===== src/rtl/ysyx_22050039_seq.sv =====
// Multi-cycle instruction sequencer: fetch/decode/exec/mem/wb control strobes,
// fetch timeout detection, sticky halt/error and activity counters.
module ysyx_22050039_seq #(
  parameter int unsigned INST_LEN = 32,
  parameter int unsigned TIMEOUT  = 16
) (
  input  logic                clk,
  input  logic                rst,
  input  logic                start,
  input  logic                inst_valid,
  input  logic [INST_LEN-1:0] inst_in,
  input  logic [2:0]          func,
  input  logic                dec_pc_wen,
  input  logic                mem_ack,
  output logic                inst_req,
  output logic [INST_LEN-1:0] inst_out,
  output logic                mem_req,
  output logic                mem_we,
  output logic                reg_wen,
  output logic                pc_wen,
  output logic                pc_sel,
  output logic                halt,
  output logic                error,
  output logic [31:0]         cycle_cnt,
  output logic [31:0]         inst_cnt
);

  localparam int unsigned WaitW = (TIMEOUT > 1) ? $clog2(TIMEOUT) : 1;

  typedef enum logic [2:0] {
    StIdle, StFetch, StDecode, StExec, StMem, StWb, StHalt, StError
  } state_e;

  localparam logic [2:0] FuncSd     = 3'd4;
  localparam logic [2:0] FuncEbreak = 3'd6;
  localparam logic [2:0] FuncInval  = 3'd7;

  state_e              state_q;
  logic [WaitW-1:0]    wait_q;
  logic [INST_LEN-1:0] inst_q;
  logic [31:0]         cycle_q;
  logic [31:0]         icnt_q;
  logic                active;

  assign active = (state_q == StFetch) || (state_q == StDecode) || (state_q == StExec) ||
                  (state_q == StMem) || (state_q == StWb);

  always_ff @(posedge clk or posedge rst) begin
    if (rst) begin
      state_q <= StIdle;
      wait_q  <= '0;
      inst_q  <= '0;
      cycle_q <= '0;
      icnt_q  <= '0;
    end else begin
      if (active) cycle_q <= cycle_q + 32'd1;
      unique case (state_q)
        StIdle: begin
          if (start) begin
            state_q <= StFetch;
            wait_q  <= '0;
          end
        end
        StFetch: begin
          // A response in the final allowed cycle still wins over the timeout.
          if (inst_valid) begin
            inst_q  <= inst_in;
            state_q <= StDecode;
          end else if (wait_q == WaitW'(TIMEOUT - 1)) begin
            state_q <= StError;
          end else begin
            wait_q <= wait_q + WaitW'(1);
          end
        end
        StDecode: begin
          if (func == FuncEbreak)     state_q <= StHalt;
          else if (func == FuncInval) state_q <= StError;
          else                        state_q <= StExec;
        end
        StExec:   state_q <= (func == FuncSd) ? StMem : StWb;
        StMem:    if (mem_ack) state_q <= StWb;
        StWb: begin
          icnt_q  <= icnt_q + 32'd1;
          wait_q  <= '0;
          state_q <= StFetch;
        end
        StHalt, StError: state_q <= state_q;
      endcase
    end
  end

  // Strobes depend only on the registered state (and decoder info), so reset clears them at once.
  always_comb begin
    inst_req = (state_q == StFetch);
    mem_req  = (state_q == StMem);
    mem_we   = (state_q == StMem);
    pc_wen   = (state_q == StWb);
    pc_sel   = (state_q == StWb) && dec_pc_wen;
    reg_wen  = (state_q == StWb) &&
               ((func == 3'd0) || (func == 3'd1) || (func == 3'd2) ||
                (func == 3'd3) || (func == 3'd5));
    halt     = (state_q == StHalt);
    error    = (state_q == StError);
  end

  assign inst_out  = inst_q;
  assign cycle_cnt = cycle_q;
  assign inst_cnt  = icnt_q;

endmodule


===== config.mk =====
export PLATFORM = sky130hd
export DESIGN_NAME = ysyx_22050039_seq
export DESIGN_NICKNAME = d
export VERILOG_FILES = /design/src/rtl/ysyx_22050039_seq.sv
export SDC_FILE = /design/constraint.sdc
export NUM_CORES = 1
export LEC_CHECK = 0
export CAP_MARGIN = 20
export CORE_ASPECT_RATIO = 0.5
export CORE_UTILIZATION = 46
export CTS_BUF_LIST = sky130_fd_sc_hd__clkbuf_16
export DETAILED_ROUTE_END_ITERATION = 8
export PLACE_DENSITY = 0.8
export SLEW_MARGIN = 20
export SYNTH_ARGS = -nofsm -noshare
export SYNTH_HDL_FRONTEND = slang
export SYNTH_SLANG_ARGS = --single-unit

===== constraint.sdc =====
create_clock -name clk -period 3.6 [get_ports clk]
set_input_delay 0.54 -clock clk [delete_from_list [all_inputs] [get_ports clk]]
set_output_delay 0.54 -clock clk [all_outputs]
set_load 0.02 [all_outputs]

Word level (Yosys, flattened, before mapping)
Cells that the tools add are included.
{ "totals": {"ff_bits": 103, "latchBits": 0, "mem_bits_rw": 0, "mem_bits_ro": 0, "input_bits": 41, "mem_count": 0} }
{ "op_classes": {"n_addsub": 3, "mul": 0, "div": 0, "order_cmp": 0, "eq_ne": 20, "n_shift": 0, "n_mux": 12, "bitwise_logic": 1, "reduce_logical": 17} }
{ "op_table": {"columns": ["operator", "count"], "rows": [
  ["$add 32x1->32 const B", 2],
  ["$eq 3x3->1 const B", 8],
  ["$mux 3", 6],
  ["$pmux 3 s6", 1],
  ["$eq 3x2->1 const B", 4],
  ["$mux 4", 3],
  ["$pmux 4 s3", 1],
  ["$logic_or 1x1->1", 8],
  ["$ne 2x2->1 const B", 4],
  ["$reduce_and 4->1", 2],
  ["$eq 3x1->1 const B", 2],
  ["$logic_not 3->1", 2],
  ["$add 4x1->4 const B", 1],
  ["$eq 4x4->1 const B", 1],
  ["$ne 3x2->1 const B", 1],
  ["$reduce_bool 3->1", 1],
  ["$logic_and 1x1->1", 2],
  ["$reduce_and 2->1", 1],
  ["$reduce_or 2->1", 1],
  ["$mux 1", 1],
  ["$not 1->1", 1]
]} }

Longest topological paths before layout
{ "logic_depth": {"word_depth": 6, "depth_mapped": 8} }

Worst setup path before layout
OpenSTA, ideal clock, no wires.
{ "synth_timing": {"path_type": "reg2out", "startpoint": "reg state_q[2]", "endpoint": "out mem_we", "arrival_ps": 1539, "slack_ps": 1521, "path_stages_with_launch": 4, "path_cell_list": "dfrtp_1 > clkbuf_1 > nor3b_1 > buf_4"} }
{ "synth_via": {"elab_chain_len": 1} }
{ "synth_lines": {"columns": ["item", "line", "source"], "rows": [
  ["from (decl)", "38", "state_e state_q;"],
  ["from (signal assigned)", "50", "state_q <= StIdle;"],
  ["from (signal assigned)", "60", "state_q <= StFetch;"],
  ["from (signal assigned)", "68", "state_q <= StDecode;"],
  ["$eq 3x3->1", null, null],
  ["to (decl)", "18", "output logic mem_we,"]
]} }
No other way between the ends.

Final worst setup path
{ "layout_timing": {"startpoint": "reg state_q[0]", "endpoint": "out inst_req"} }
{ "layout_via": {"elab_chain_len": 1} }
{ "layout_lines": {"columns": ["item", "line", "source"], "rows": [
  ["$eq 3x1->1", "94", "inst_req = (state_q == StFetch);"],
  ["to (decl)", "15", "output logic inst_req,"]
]} }
No other way between the ends.

==> flow_metrics.tcl <==
set metrics [dict create \
    clk_pin_slew_worst_paths_ns 0.07 \
    grt_pass1_vias 3143 \
    rrSetupSlack_ns 1.28 \
    max_stage_delay_ns 0.61 \
    sw_frac_of_total 0.3401 \
    dieWidth_um 140.8 \
    crit_fanout 9 \
    drtIter0Drc 161 \
    final_common_cell "clkdlybuf4s50_1" \
    critical_path_arrival_ns 2.17 \
    multi_input_area_sq_mm 0.001753 \
    register_area_sq_mm 0.002577 \
    antenna_found_initial 0 \
    p_leak_nw 2.658 \
    cts_setup_buffers 0 \
    cp_slowest_cell "clkdlybuf4s50_1" \
    cts_resized 0 \
    r2r-end "inst_cnt[26]" \
    drcViolationCount 0 \
    drt_wl_total_mm 9.394 \
    io_pins 145 \
    cts_hold_buf 0 \
    p_clk_frac 0.205 \
    row_count 24 \
    switchingPower_w 0.001408 \
    finalHoldViolations 0 \
    holdPathEnd "inst_cnt[31]" \
    core_area_sq_mm 0.009009 \
    gr-total-overflow 0 \
    rsz0062_at_grt "no" \
    required_ns 3.06 \
    dr.pass1.iters 4 \
    fmax_ghz 0.3684 \
    drive_above_1_share 0.1021 \
    synth-seq-cells 103 \
    fin_worst_skew_ns 0.006035 \
    cpMostUsedCell "inv_1" \
    setup_violations 0 \
    synth_cell_types 35 \
    outcome "completed" \
    path_cells "inv_1 -> or3_1 -> inv_1 -> clkdlybuf4s50_1" \
    htreeDepth 3 \
    synth_area_sq_mm 0.004429 \
    powerDensity_mw_per_mm2 663.2 \
    root_buffer "clkbuf_16" \
    die_area_sq_mm 0.01005 \
    setup_tns_ns 0 \
    syn-num-nets 412 \
    dpl.hpwl_mm 6.804 \
    cts_tree "done" \
    n_antenna_cell 0 \
    routedWlPerCell_um 14.77 \
    combPwrFrac 0.391 \
    synth_top_area_share 0.5819 \
    internal_power_w 0.002732 \
    grt_max_degree 84 \
    crit_type "flip-flop to output pin" \
    numCtsBuffers 9 \
    syn_to_final_growth_pct 40.96 \
    cap_violations 0 \
    crit_path_end_kind "output pin" \
    final_cell_mix "clkdlybuf4s50_1 (144), dfrtp_1 (103), xnor2_1 (50)" \
    clk_latency_ns 0.34 \
    r2r_cells 6 \
    worst_pin_slew_ns 0.7316 \
    synth_area_per_cell_sq_um 12.04 \
    peakVddDrop_v 0.0004251 \
    relSlewSlack 0.5123 \
    startpoint_type "flip-flop" \
    finalCritPeriodShare 0.7541 \
    drv_slew 0 \
    ys_seq_area_frac 0.5819 \
    nFillCells 698 \
    p_seq_frac 0.403 \
    clk_path_buf_depth 2 \
    grt_pass1_wl_mm 15.90 \
    place_congestion 0.8026 \
    min_from "inst_cnt[31]" \
    synth.area.top_cells "dfrtp_1 (58%), xnor2_1 (9.9%), mux2_2 (7.9%), nand2_1 (2.8%), nand3_1 (2.5%)" \
    antenna_left 0 \
    cts_sinks 103 \
    yosysTopAreaCell "dfrtp_1" \
    vias_per_cell 5.025 \
    r2r_start "state_q[2]" \
    syn_inst 368 \
    hold_depth 1 \
    grtUsageTotal 0.2035 \
    die_h_um 71.39 \
    start_util 0.4917 \
    numPortBuffers 144 \
    dr_total_vias 3196 \
    yosys_warnings 0 \
    hold_class "flip-flop to flip-flop" \
    min_period_ns 2.715 \
    holdWs_ns 0.4779 \
    fin_nets 560 \
]
==> worst max-delay path by stage <==
| stage | depth (start not counted) | slack [ns] | start | to |
|---|---|---|---|---|
| after floorplan | 1 | 0.36 | rst | cycle_cnt[0] |
| after global placement | 4 | 1.19 | func[1] | reg_wen |
| after detailed placement | 4 | 1.19 | func[1] | reg_wen |
| after CTS | 4 | 0.87 | state_q[0] | inst_req |
| after global routing | 4 | 0.76 | state_q[0] | inst_req |
| final | 4 | 0.89 | state_q[0] | inst_req |
==> power by group through the flow <==
stage	combinational (W)	sequential [W]	clock, W
floorplan	0.000626	0.00195	0
global placement	0.00161	0.00167	0
detailed placement	0.00163	0.00169	0
CTS	0.00164	0.00167	0.000877
global route	0.00173	0.00172	0.000922
finish	0.00162	0.00167	0.000850
==> synth_stat cells <==
| cell type | n |
|---|---|
| a2111oi_2 | 1 |
| o21ai_0 | 7 |
| xor2_1 | 12 |
| clkbuf_1 | 3 |
| a21oi_1 | 7 |
| nand2_1 | 33 |
| and4bb_1 | 1 |
| and2_1 | 3 |
| nor3b_1 | 1 |
| buf_2 | 4 |
| or3_1 | 2 |
| ha_1 | 3 |
| nor3_2 | 1 |
| buf_4 | 3 |
| o32ai_1 | 1 |
| and4_1 | 11 |
| or4b_4 | 1 |
| dfrtp_1 | 103 |
| o31ai_1 | 2 |
| nand3b_1 | 1 |
| a31oi_1 | 1 |
| nor3_1 | 6 |
| nand2b_1 | 4 |
| nand4_2 | 1 |
| mux2_2 | 31 |
| o21a_1 | 1 |
| inv_1 | 11 |
| nand3_1 | 22 |
| nand4_1 | 13 |
| nor2_2 | 1 |
| xnor2_1 | 50 |
| mux2_1 | 2 |
| nor2_1 | 16 |
| and3_1 | 8 |
| inv_2 | 1 |
==> registers in the layout, indices dropped and copies added, names as in the netlist <==
name,count
wait_q,4
inst_cnt,32
state_q,3
cycle_cnt,32
inst_out,32
==> layout make-up <==
| class | instances | share of cell area |
|---|---|---|
| Tap cell | 117 | 0.02345 |
| Sequential cell | 103 | 0.4128 |
| Multi-Input combinational cell | 243 | 0.2808 |
| Inverter | 12 | 0.008016 |
| Clock buffer | 9 | 0.03607 |
| Clock inverter | 5 | 0.004409 |
| Timing Repair Buffer | 147 | 0.2345 |
==> metrics by stage <==
step | util | setup slack [ns] | instances | power, W | cell area [sq um]
4_1_cts | 0.6928 | 0.8679 | 636 | 0.004191 | 6241
2_1_floorplan | - | 0.3562 | 368 | 0.002573 | 4429
6_report | 0.6931 | 0.8854 | 636 | 0.004141 | 6243
3_3_place_gp | 0.6647 | 1.185 | 622 | 0.003282 | 5988
3_5_place_dp | 0.6647 | 1.190 | 622 | 0.003322 | 5988
5_1_grt | 0.6931 | 0.7569 | 636 | 0.004371 | 6243
==> kinds of logic after synthesis <==
family	count (synthesis)	synth area share
flip-flops	103	0.5819
AO/OA/AOI/OAI	20	0.02768
XOR/XNOR	62	0.1226
AND/OR/NAND/NOR	125	0.1531
buffers and inverters	22	0.02232
adder cells (fa/ha/maj)	3	0.008475
multiplexers	33	0.08390
==> metal layers <==
layer / track usage / part of all wire / wire length [um]
met1: 0.2718 / 0.47 / 4402
met2: 0.3350 / 0.49 / 4639
met3: 0.04412 / 0.026 / 244
met4: 0.06884 / 0.011 / 108
met5: 0 / 0 / 0
==> critical path, delay by kind of cell, from the launching register on <==
family	cells	cell delay, ns
buf+inv	3	0.90
flops	1	0.49
simple gates	1	0.46
(Power assumes the default switching activity.)
